==> config.mk <==
export PLATFORM = sky130hd
export DESIGN_NAME = uart_tx
export DESIGN_NICKNAME = d
export VERILOG_FILES = /design/src/rtl/uart_tx.sv
export SDC_FILE = /design/constraint.sdc
export NUM_CORES = 1
export LEC_CHECK = 0
export ABC_AREA = 1
export BUFFER_PORTS_ARGS = -buffer_cell sky130_fd_sc_hd__buf_2
export CAP_MARGIN = 20
export CORE_MARGIN = 5
export CORE_UTILIZATION = 30
export CTS_CLUSTER_SIZE = 20
export DETAILED_ROUTE_END_ITERATION = 6
export SLEW_MARGIN = 0
export SYNTH_ARGS = -nofsm -noshare
export SYNTH_HDL_FRONTEND = slang
export SYNTH_SLANG_ARGS = --single-unit
==> constraint.sdc <==
create_clock -name sys_clk -period 2.3 [get_ports sys_clk]
set_input_delay 0.345 -clock sys_clk [delete_from_list [all_inputs] [get_ports sys_clk]]
set_output_delay 0.345 -clock sys_clk [all_outputs]
set_load 0.02 [all_outputs]
==> src/rtl/uart_tx.sv <==
// Asynchronous serial transmitter: start bit, LSB-first data, optional parity,
// one or two stop bits, bit timing taken from an oversampled baud tick enable.
module uart_tx #(
    parameter int OVERSAMPLE = 16,
    parameter int DATA_BITS  = 8,
    parameter int PARITY     = 0,
    parameter int STOP_BITS  = 1
) (
    input  logic                 sys_clk,
    input  logic                 reset_n,
    input  logic                 baud_tick,
    input  logic                 tx_start,
    input  logic [DATA_BITS-1:0] data_in,
    output logic                 tx,
    output logic                 tx_busy,
    output logic                 tx_done
);

    localparam int TW = $clog2(OVERSAMPLE * 2);
    localparam int BW = $clog2(DATA_BITS);
    localparam logic [TW-1:0] BIT_TERM  = TW'(OVERSAMPLE - 1);
    localparam logic [TW-1:0] STOP_TERM = (STOP_BITS == 2) ? TW'(2 * OVERSAMPLE - 1)
                                                           : TW'(OVERSAMPLE - 1);
    localparam logic [BW-1:0] LAST_BIT  = BW'(DATA_BITS - 1);
    localparam bit            PAR_EN    = (PARITY == 1) || (PARITY == 2);

    typedef enum logic [2:0] {
        ST_IDLE   = 3'd0,
        ST_START  = 3'd1,
        ST_DATA   = 3'd2,
        ST_PARITY = 3'd3,
        ST_STOP   = 3'd4
    } state_e;

    state_e               state_q, state_d;
    logic [TW-1:0]        tick_q, tick_d;
    logic [BW-1:0]        bit_q, bit_d;
    logic [DATA_BITS-1:0] shift_q, shift_d;
    logic                 par_q, par_d;
    logic                 tx_q, tx_d;
    logic                 busy_q, busy_d;
    logic                 done_q, done_d;
    logic [TW-1:0]        term_s;
    logic                 last_s;

    // Even parity is the XOR of the data; odd inverts it. Unsupported codes fall back to even,
    // which is harmless because the parity bit is never sent when PAR_EN is clear.
    function automatic logic parity_of(input logic [DATA_BITS-1:0] d);
        logic x;
        x = ^d;
        if (PARITY == 2) begin
            parity_of = ~x;
        end else begin
            parity_of = x;
        end
    endfunction

    assign term_s = (state_q == ST_STOP) ? STOP_TERM : BIT_TERM;
    assign last_s = baud_tick && (tick_q == term_s);

    // Next-state, counters and registered-output values.
    always_comb begin
        state_d = state_q;
        bit_d   = bit_q;
        shift_d = shift_q;
        par_d   = par_q;
        done_d  = 1'b0;
        tx_d    = 1'b1;

        if ((state_q != ST_IDLE) && baud_tick) begin
            tick_d = last_s ? {TW{1'b0}} : tick_q + TW'(1);
        end else begin
            tick_d = tick_q;
        end

        case (state_q)
            ST_IDLE: begin
                if (tx_start) begin
                    shift_d = data_in;
                    par_d   = parity_of(data_in);
                    tick_d  = {TW{1'b0}};
                    bit_d   = {BW{1'b0}};
                    state_d = ST_START;
                end else begin
                    state_d = ST_IDLE;
                end
            end
            ST_START: begin
                if (last_s) begin
                    state_d = ST_DATA;
                end else begin
                    state_d = ST_START;
                end
            end
            ST_DATA: begin
                if (last_s) begin
                    shift_d = shift_q >> 1;
                    if (bit_q == LAST_BIT) begin
                        bit_d   = {BW{1'b0}};
                        state_d = PAR_EN ? ST_PARITY : ST_STOP;
                    end else begin
                        bit_d = bit_q + BW'(1);
                    end
                end else begin
                    state_d = ST_DATA;
                end
            end
            ST_PARITY: begin
                if (last_s) begin
                    state_d = ST_STOP;
                end else begin
                    state_d = ST_PARITY;
                end
            end
            ST_STOP: begin
                if (last_s) begin
                    state_d = ST_IDLE;
                    done_d  = 1'b1;
                end else begin
                    state_d = ST_STOP;
                end
            end
            default: begin
                state_d = ST_IDLE;
            end
        endcase

        // tx is registered, so it is decoded from the state being entered
        case (state_d)
            ST_IDLE:   tx_d = 1'b1;
            ST_START:  tx_d = 1'b0;
            ST_DATA:   tx_d = shift_d[0];
            ST_PARITY: tx_d = par_d;
            ST_STOP:   tx_d = 1'b1;
            default:   tx_d = 1'b1;
        endcase

        busy_d = (state_d != ST_IDLE);
    end

    // State, datapath and output registers.
    always_ff @(posedge sys_clk or negedge reset_n) begin
        if (!reset_n) begin
            state_q <= ST_IDLE;
            tick_q  <= {TW{1'b0}};
            bit_q   <= {BW{1'b0}};
            shift_q <= {DATA_BITS{1'b0}};
            par_q   <= 1'b0;
            tx_q    <= 1'b1;
            busy_q  <= 1'b0;
            done_q  <= 1'b0;
        end else begin
            state_q <= state_d;
            tick_q  <= tick_d;
            bit_q   <= bit_d;
            shift_q <= shift_d;
            par_q   <= par_d;
            tx_q    <= tx_d;
            busy_q  <= busy_d;
            done_q  <= done_d;
        end
    end

    assign tx      = tx_q;
    assign tx_busy = busy_q;
    assign tx_done = done_q;

endmodule
==> flow_summary_export.csv, run 1 <==
group,metric,value,unit
status,run_status,"finished, final reports clean",
drt,drcViolationCount,0,
pwr,totalPowerFinal,1.379,mW
placed_design,total_half_perimeter_wirelength_after_legalization_and_detailed_placement,1928,um
setup_path,cp_max_fo,13,
floorplan,die_x,76.33,um
drt,antenna_left,0,
cts,cts.repair_timing.setup_buffer_count,0,
logic_synthesis,ys_dominant_reg_cell,"dfrtp_1",
cts,cts_num_sinks,23,
drt,drt-pass1-iter-count,4,
logic_synthesis,synth.net_count,180,
timing,timing.final.crit_share,69.22,%
pwr,cellInternalPower,0.8794,mW
timing,worst-slew-pin-transition,507.8,ps
logic_synthesis,ys_top_cells_by_area,"dfrtp_1, nand2_1, inv_1, o221ai_1, nor2_1",
timing,grt_setup_unrepaired,"false",
timing,setup_viol_count_final,0,
global_route,grt_max_degree,24,
logic_synthesis,syn_avg_cell_area,8.000,um2
floorplan,fp.dieH,76.33,um
logic_synthesis,post_synth_most_frequent_cells,"nand2_1, dfrtp_1, inv_1, nor2_1, o21ai_0",
setup_path,worst_ep_required_time,2470,ps
drt,viasPerCell,4.567,
logic_synthesis,synth_enable_flop_cells,0,
run,timing.max_cap.violations,0,
placed_design,port-buffer-count,14,
setup_path,crit_type,"reg -> reg",
setup_path,critical-path-slowest-cell,"dfrtp_1",
pwr,vdd_ir_drop_max,0.2665,mV
worst_hold_path,hold_path_class,"in -> async",
global_route,grt_pass1_vias,1050,
cts,clock-root-buffer,"clkbuf_8",
cells_and_area,final_design_utilization,34.20,%
timing,setup_total_negative_slack,0,ps
pwr,power.sequential.fraction,47.3,%
logic_synthesis,synth.yosys.warnings,0,
cts,ctsHtreeMaxLevel,1,
logic_synthesis,post_synth_num_cell_types,31,
setup_path,critPathArrivalTime,1760,ps
timing,fin_skew,5.048,ps
cts,cts_made_buffers,3,
timing,fmax,0.6282,GHz
setup_path,cp_cell_sequence,"ha_1, nand3_2, nor2_8, nand2_4, nand2_2, o21ai_0, o21a_1",
logic_synthesis,async_s_r_ff_share_synth,100.0,%
setup_path,critical_path.startpoint_type,"flip-flop",
setup_path,worst_reg2reg_path_depth,7,
logic_synthesis,syn-cell-area,0.001320,mm2
global_route,grt_first_pass_wirelength,4747,um
global_route,grt_util_met1,13.46,%
logic_synthesis,synth.most_common_cell,"nand2_1",
cts,cts_max_path_buffers,2,
floorplan,num_io_pins,15,
floorplan,start_util,30.53,%
cts,cts.hold.buffers_added,0,
floorplan,design.core.area,0.004324,mm2
timing,relSlewSlack,66.15,%
global_route,groute.layer.met3.usage,2.600,%
timing,finalHoldViolations,0,
cells_and_area,final_layout_size_suffix_gt1_share,19.89,%
pwr,proportion_of_total_power_due_to_net_switching,36.24,%
floorplan,std_cell_rows,24,
cells_and_area,syn_to_final_growth,12.04,%
logic_synthesis,synth_area_leader_cell,"dfrtp_1",
cts,cts_tree,"done",
drt,detail_route.iter0.violations,63,
pwr,share_comb_of_total_power,34.5,%
logic_synthesis,synth_top_area_share,41.71,%
pwr,switchingPower,0.4998,mW
timing,timing.final.crit_period,1592,ps
setup_path,peak_per_stage_delay_on_the_critical_path,390,ps
logic_synthesis,synth-seq-cells,23,
global_route,grtUsageTotal,9.796,%
drt,drt_wl_total,2512,um
global_route,gr-usage-met2,14.64,%
placed_design,globalplace.congestion,0.8180,
cells_and_area,design.final.nets,197,
global_route,initial_antenna_violation_count,0,
pwr,cellLeakagePower,0.7774,nW
setup_path,crit-reg2reg-launch,"tick_q[0]",
setup_path,crit_path_end_kind,"flip-flop",
cells_and_area,diodes,0,
logic_synthesis,synthCells,165,
floorplan,die_area,0.005826,mm2
cts,clk_pin_slew_worst_paths,80,ps
drt,via_count,1064,
setup_path,ff2ff_setup_slack,710,ps
cts,worstSkewPairLatency,270,ps
cts,ctsResizeCount,0,
global_route,globalRouteOverflowTotal,0,
cells_and_area,layout_fillers,474,
logic_synthesis,synth_sequential_area_ratio,43.70,%
timing,timing_max_transition_violations_final,0,
drt,wl_per_cell,10.78,um
pwr,clockPowerShare,18.2,%
global_route,top_usage_layer,"met2",
setup_path,timing.rr.end,"bit_q[0]",
pwr,p_per_area,932.6,mW/mm2
## area by class of cell
type                       instances  area [um2]  area share [%]
clock buffer                       3       41.29           2.792
clock inverter                     1       5.005          0.3384
inverter                          27       106.4           7.191
multi-input combinational        113       614.3           41.54
sequential                        23       576.8           39.00
tap                               52       65.06           4.399
timing repair buffer              14       70.07           4.738
## state kept, by name, summed over array words and instances (netlist names)
signal,flops
shift_q,8
tick_q,5
bit_q,3
state_q,3
par_q,1
tx,1
tx_busy,1
tx_done,1
## kinds of logic (layout without fill, tap and decap cells)
group	count (synthesis)	in the layout	synth area share, %
buffers and inverters	29	45	9.763
adders and majority gates	3	3	2.844
and+or+nand+nor	83	83	28.91
DFF	23	23	43.70
AOI/OAI and AO/OA	25	25	13.46
xor gates and xnor gates	2	2	1.327
## critical path, delay by kind of cell (launching register included)
family                     cells  cell delay, ps
AOI/OAI and AO/OA              2             240
adders and majority gates      1             190
DFF                            1             390
and+or+nand+nor                4             660
## power groups by stage
stage | Combinational, mW | Sequential, mW | Clock [mW]
2_1_floorplan | 0.365 | 0.665 | 0
3_3_place_gp | 0.480 | 0.662 | 0
3_5_place_dp | 0.480 | 0.664 | 0
4_1_cts | 0.484 | 0.655 | 0.265
5_1_grt | 0.574 | 0.681 | 0.279
6_report | 0.475 | 0.653 | 0.251
## layout by cell type, fill, tap and decap left out, types with 5 or more instances in the layout
cell type and instances:
o21ai_0 7, o221ai_1 6, nand3_1 6, a21oi_1 5, nand2_1 53, nor2_1 11, inv_1 22, buf_2 14
dfrtp_1 22
## worst max-delay path by stage
stage          endpoint  slack (ps)  cells past startpoint  startpoint
6_report       bit_q[0]         710                      7   tick_q[0]
5_1_grt        bit_q[0]         550                      7   tick_q[0]
4_1_cts        bit_q[0]         700                      7   tick_q[0]
3_5_place_dp   bit_q[0]         720                      7   tick_q[0]
3_3_place_gp   bit_q[0]         740                      7   tick_q[0]
2_1_floorplan   tx_busy         870                      7   tick_q[0]
## metal layers
layer,up-vias,part of all wire [%]
met5,-,0
met4,0,1.6
met3,4,4.6
met2,23,41
met1,476,52
li1,561,-
## through the flow
step / cell area [um2] / std cells / hold slack (ps) / worst slack [ps]
after floorplan: 1320 / 165 / 49.41 / 865.4
after global placement: 1433 / 229 / 348.0 / 742.9
after detailed placement: 1433 / 229 / 348.8 / 719.9
after global routing: 1479 / 233 / 77.94 / 545.8
final: 1479 / 233 / 38.75 / 708.0
after CTS: 1479 / 233 / 53.94 / 704.1
No activity file was read; power rests on OpenSTA's default activity.
==> run 2: changes to the inputs <==
==> constraint.sdc (replaced) <==
create_clock -name sys_clk -period 1.45 [get_ports sys_clk]
set_input_delay 0.2175 -clock sys_clk [delete_from_list [all_inputs] [get_ports sys_clk]]
set_output_delay 0.2175 -clock sys_clk [all_outputs]
set_load 0.02 [all_outputs]
==> flow_summary_export.csv, run 2 (synthesized netlist as in run 1, its figures left out) <==
group,metric,value,unit
cells_and_area,largest_registers,"shift_q x8, tick_q x5",
timing,grt_setup_unrepaired,"true",
pwr,clockPowerShare,15.3,%
pwr,cellInternalPower,1.611,mW
drt,detail_route.iter0.violations,47,
pwr,switchingPower,0.9253,mW
drt,viasPerCell,4.494,
setup_path,cp_max_fo,6,
setup_path,worst_reg2reg_path_depth,7,
cts,ctsHtreeMaxLevel,1,
global_route,globalRouteOverflowTotal,0,
pwr,cellLeakagePower,0.8664,nW
setup_path,timing.rr.end,"tx_busy",
setup_path,critical_path.n_buffers_inverters,0,
cells_and_area,largest_reg_flops,8,
setup_path,crit-reg2reg-launch,"tick_q[1]",
timing,relSlewSlack,65.07,%
timing,whs,170.8,ps
cells_and_area,largest_register,"shift_q",
setup_path,crit_path_end_kind,"flip-flop",
floorplan,std_cell_rows,24,
cells_and_area,syn_to_final_growth,31.18,%
cts,cts_num_sinks,23,
floorplan,start_util,30.53,%
global_route,initial_antenna_violation_count,0,
floorplan,die_area,0.005826,mm2
floorplan,die_x,76.33,um
drt,antenna_left,0,
pwr,vdd_ir_drop_max,0.4251,mV
floorplan,num_io_pins,15,
cells_and_area,diodes,0,
floorplan,fp.dieH,76.33,um
pwr,p_per_area,1465,mW/mm2
setup_path,critPathArrivalTime,1580,ps
pwr,share_comb_of_total_power,42.6,%
run,timing.max_cap.violations,0,
global_route,grt_max_degree,24,
timing,finalHoldViolations,0,
drt,drt-pass1-iter-count,4,
timing,timing.final.crit_period,1432,ps
worst_hold_path,hp-start,"tx_start",
cts,worstSkewPairLatency,260,ps
timing,setup_viol_count_final,0,
timing,worst-slew-pin-transition,523.9,ps
drt,drt_wl_total,2641,um
setup_path,critical-path-slowest-cell,"dfrtp_1",
worst_hold_path,hold_path_class,"in -> reg",
status,run_status,"finished, final reports clean",
setup_path,crit_type,"reg -> reg",
placed_design,globalplace.congestion,0.7703,
global_route,grt_first_pass_wirelength,4671,um
timing,timing.final.crit_share,98.77,%
setup_path,peak_per_stage_delay_on_the_critical_path,390,ps
cts,clock-root-buffer,"clkbuf_8",
cells_and_area,design.final.nets,213,
drt,wl_per_cell,10.61,um
cts,cts_tree,"done",
cells_and_area,mostFrequentLayoutCell,"nand2_1",
cts,clk_pin_slew_worst_paths,80,ps
setup_path,critical_path.startpoint_type,"flip-flop",
global_route,grtUsageTotal,9.650,%
timing,timing_max_transition_violations_final,0,
timing,fmax,0.6983,GHz
drt,drcViolationCount,0,
setup_path,ff2ff_setup_slack,20,ps
cells_and_area,final_layout_size_suffix_gt1_share,32.99,%
cts,cts_made_buffers,3,
placed_design,total_half_perimeter_wirelength_after_legalization_and_detailed_placement,1981,um
pwr,power.sequential.fraction,42.2,%
timing,setup_total_negative_slack,0,ps
pwr,proportion_of_total_power_due_to_net_switching,36.47,%
drt,via_count,1119,
setup_path,path_delay_family,"simple AND/OR/NAND/NOR gates",
timing,fin_skew,6.474,ps
setup_path,cp_cell_sequence,"ha_4, nand3_4, nor2_8, nand3_2, o211ai_1, nand2_1, or2_1",
global_route,grt_pass1_vias,1054,
worst_hold_path,holdPathEnd,"tick_q[0]",
cells_and_area,layout_common_cells,"nand2_1, inv_1, dfrtp_1, buf_2, buf_4",
worst_hold_path,hold_depth,2,
cts,cts_max_path_buffers,2,
floorplan,design.core.area,0.004324,mm2
placed_design,port-buffer-count,14,
setup_path,worst_ep_required_time,1590,ps
[run 2: cell count changes in the layout (fill, tap and decap cells not counted), moves of 3 or more]
| cell | delta |
|---|---|
| buf_4 | +13 |
| ha_1 | -3 |
| o221ai_1 | -6 |
| o221ai_2 | +5 |
[run 2: cell type report]
cell class,count,area [um2]
fillers,438,2592
multi-input cells,113,728.2
flip-flops and latches,23,578.1
repair buffers,30,209.0
inverters,27,106.4
well taps,52,65.06
clock buffers,4,45.04
[run 2: routing by layer]
layer	up-vias	global-route usage, %	wire [um]	share of wire [%]
li1	593	-	-	-
met1	502	13.10	1280	48
met2	22	14.64	1201	45
met3	2	1.773	124	4.7
met4	0	4.720	34	1.3
met5	-	0	0	0
[run 2: power by group through the flow]
stage | Clock, mW | Combinational (mW) | Sequential (mW)
after floorplan | 0 | 0.579 | 1.06
after global placement | 0 | 0.841 | 1.04
after detailed placement | 0 | 0.850 | 1.05
after CTS | 0.411 | 0.897 | 1.06
after global routing | 0.441 | 1.24 | 1.10
final | 0.387 | 1.08 | 1.07
[run 2: worst reg2reg max path: cells and delay by family (launching register included)]
kind / cells / cell delay (ps)
flops: 1 / 390
fa+ha+maj: 1 / 160
compound gates: 1 / 110
simple gates: 5 / 650
[run 2: per-stage QoR]
step	worst slack [ps]	area, um2	std cells	total power [mW]	utilization [%]
2_1_floorplan	15.35	1320	165	1.635	-
3_3_place_gp	22.59	1520	239	1.881	35.16
3_5_place_dp	-42.36	1520	239	1.897	35.16
4_1_cts	-5.777	1604	244	2.367	37.09
5_1_grt	-84.33	1732	249	2.784	40.05
6_report	17.88	1732	249	2.537	40.05
[run 2: timing repair]
action / in CTS / in global routing
setup buffers: 0 / 5
gates resized for setup: 6 / 17
hold endpoints to repair: 22 / 0
pin swaps: 4 / 5
hold buffers: 1 / 0
setup endpoints to repair: 8 / 14
[run 2: worst max-delay path by stage]
stage | startpoint | endpoint | depth (start not counted)
detailed placement | tick_q[0] | tx_busy | 7
global route | tick_q[0] | tx_busy | 7
CTS | tick_q[0] | tx_busy | 7
finish | tick_q[1] | tx_busy | 7
global placement | tick_q[0] | tx_busy | 7
floorplan | tick_q[0] | tx_busy | 7
==> run 3: changes to the inputs <==
--- a/config.mk
+++ b/config.mk
@@ -12,6 +12,7 @@
 export CORE_UTILIZATION = 30
 export CTS_CLUSTER_SIZE = 20
 export DETAILED_ROUTE_END_ITERATION = 6
+export SETUP_SLACK_MARGIN = 0.02
 export SLEW_MARGIN = 0
 export SYNTH_ARGS = -nofsm -noshare
 export SYNTH_HDL_FRONTEND = slang
==> constraint.sdc (replaced) <==
create_clock -name sys_clk -period 1.5 [get_ports sys_clk]
set_input_delay 0.225 -clock sys_clk [delete_from_list [all_inputs] [get_ports sys_clk]]
set_output_delay 0.225 -clock sys_clk [all_outputs]
set_load 0.02 [all_outputs]
==> flow_summary_export.csv, run 3 (synthesized netlist as in run 1, its figures left out) <==
group,metric,value,unit
timing,grt_setup_unrepaired,"true",
cells_and_area,syn_to_final_growth,25.40,%
pwr,p_per_area,1429,mW/mm2
setup_path,crit_type,"reg -> reg",
worst_hold_path,hold_path_class,"in -> reg",
floorplan,die_area,0.005826,mm2
worst_hold_path,hp-start,"tx_start",
timing,finalHoldViolations,0,
cells_and_area,largest_registers,"shift_q x8, tick_q x5",
floorplan,design.core.area,0.004324,mm2
timing,timing_max_transition_violations_final,0,
global_route,grt_pass1_vias,1059,
setup_path,timing.rr.end,"tx_busy",
timing,timing.final.crit_period,1447,ps
cells_and_area,postLayoutCellArea,0.001655,mm2
setup_path,critical-path-slowest-cell,"dfrtp_1",
floorplan,fp.dieH,76.33,um
drt,drt-pass1-iter-count,4,
timing,fin_skew,1.934,ps
run,timing.max_cap.violations,0,
drt,drt_wl_total,2556,um
cts,worstSkewPairLatency,260,ps
global_route,initial_antenna_violation_count,0,
global_route,grt_max_degree,24,
cells_and_area,layout_common_cells,"nand2_1, inv_1, dfrtp_1, buf_2",
cts,cts_tree,"done",
placed_design,port-buffer-count,14,
floorplan,num_io_pins,15,
drt,drcViolationCount,0,
cells_and_area,diodes,0,
setup_path,ff2ff_setup_slack,50,ps
cells_and_area,mostFrequentLayoutCell,"nand2_1",
setup_path,critical_path.startpoint_type,"flip-flop",
setup_path,cp_max_fo,7,
cts,cts_max_path_buffers,2,
timing,fmax,0.6910,GHz
pwr,totalPowerFinal,2.366,mW
drt,detail_route.iter0.violations,37,
global_route,grtUsageTotal,9.337,%
cts,clk_pin_slew_worst_paths,80,ps
drt,via_count,1122,
cells_and_area,largest_register,"shift_q",
floorplan,std_cell_rows,24,
global_route,grt_first_pass_wirelength,4567,um
cts,cts_made_buffers,3,
cts,clock-root-buffer,"clkbuf_8",
setup_path,crit_path_end_kind,"flip-flop",
placed_design,globalplace.congestion,0.7859,
drt,wl_per_cell,10.39,um
floorplan,start_util,30.53,%
timing,worst-slew-pin-transition,508.8,ps
cells_and_area,final_layout_size_suffix_gt1_share,28.35,%
cts,cts_num_sinks,23,
setup_path,critPathArrivalTime,1600,ps
placed_design,postPlaceCellArea,0.001490,mm2
floorplan,die_x,76.33,um
status,run_status,"finished, final reports clean",
timing,relSlewSlack,66.08,%
pwr,cellLeakagePower,0.8368,nW
placed_design,total_half_perimeter_wirelength_after_legalization_and_detailed_placement,1978,um
cells_and_area,design.final.nets,210,
global_route,globalRouteOverflowTotal,0,
setup_path,worst_ep_required_time,1650,ps
drt,antenna_left,0,
worst_hold_path,hold_depth,2,
pwr,vdd_ir_drop_max,0.3909,mV
cells_and_area,largest_reg_flops,8,
drt,viasPerCell,4.561,
setup_path,peak_per_stage_delay_on_the_critical_path,400,ps
setup_path,worst_reg2reg_path_depth,7,
timing,setup_viol_count_final,0,
worst_hold_path,holdPathEnd,"tick_q[0]",
timing,timing.final.crit_share,96.48,%
cts,ctsHtreeMaxLevel,1,
setup_path,crit-reg2reg-launch,"tick_q[0]",
setup_path,cp_cell_sequence,"ha_4, nand3_4, nor2_8, nand3_2, o211ai_1, nand2_1, or2_1",
-- run 3: power breakdown --
| group | leakage, nW | internal [mW] | switching [mW] |
|---|---|---|---|
| registers | 0.276 | 0.873 | 0.155 |
| logic | 0.538 | 0.457 | 0.508 |
| clock network | 0.0228 | 0.189 | 0.184 |
| total | 0.837 | 1.52 | 0.846 |
-- run 3: worst max path at each step --
stage                     slack [ps]   endpoint  cells after the start      start
after CTS                         30    tx_busy                      7  tick_q[1]
after global routing             -20    tx_busy                      7  tick_q[0]
after global placement            50    tx_busy                      7  tick_q[1]
after detailed placement          -7  tick_q[2]                      7  tick_q[1]
after floorplan                   70    tx_busy                      7  tick_q[0]
final                             50    tx_busy                      7  tick_q[0]
-- run 3: final cells by class --
| cell class | instances | area, um2 |
|---|---|---|
| Fill cell | 460 | 2669 |
| Multi-Input combinational cell | 113 | 675.6 |
| Sequential cell | 23 | 578.1 |
| Timing Repair Buffer | 27 | 182.7 |
| Inverter | 27 | 108.9 |
| Tap cell | 52 | 65.06 |
| Clock buffer | 4 | 45.04 |
-- run 3: layer usage --
metal,up-vias,routed length (um),global-route usage (%)
met3,5,124,1.537
met2,24,1150,15.07
met1,507,1224,11.74
met5,-,0,0
met4,0,57,5.245
li1,586,-,-
-- run 3: timing repair --
| item | CTS | global route |
|---|---|---|
| gates cloned | 0 | 0 |
| endpoints found under the hold margin | 22 | 0 |
| hold buffers | 1 | 0 |
| setup endpoints to repair | 9 | 13 |
| gates resized for setup | 6 | 10 |
| buffers inserted | 2 | 4 |
| pin swaps | 3 | 7 |
-- run 3: through the flow --
step	hold WS, ps	TNS, ps	util, %	std cells	setup slack, ps
2_1_floorplan	-70.59	0	-	165	65.35
3_3_place_gp	227.9	0	34.46	235	46.66
3_5_place_dp	229.1	-12.34	34.46	235	-6.820
4_1_cts	194.6	0	36.75	242	27.40
5_1_grt	212.7	-21.89	38.28	246	-21.89
6_report	201.9	0	38.28	246	52.84
-- run 3: critical path: cells and delay by family, from the launching register on --
| family | cells | cell delay (ps) |
|---|---|---|
| and+or+nand+nor | 5 | 680 |
| adders and majority gates | 1 | 160 |
| DFF | 1 | 400 |
| AOI/OAI and AO/OA | 1 | 100 |
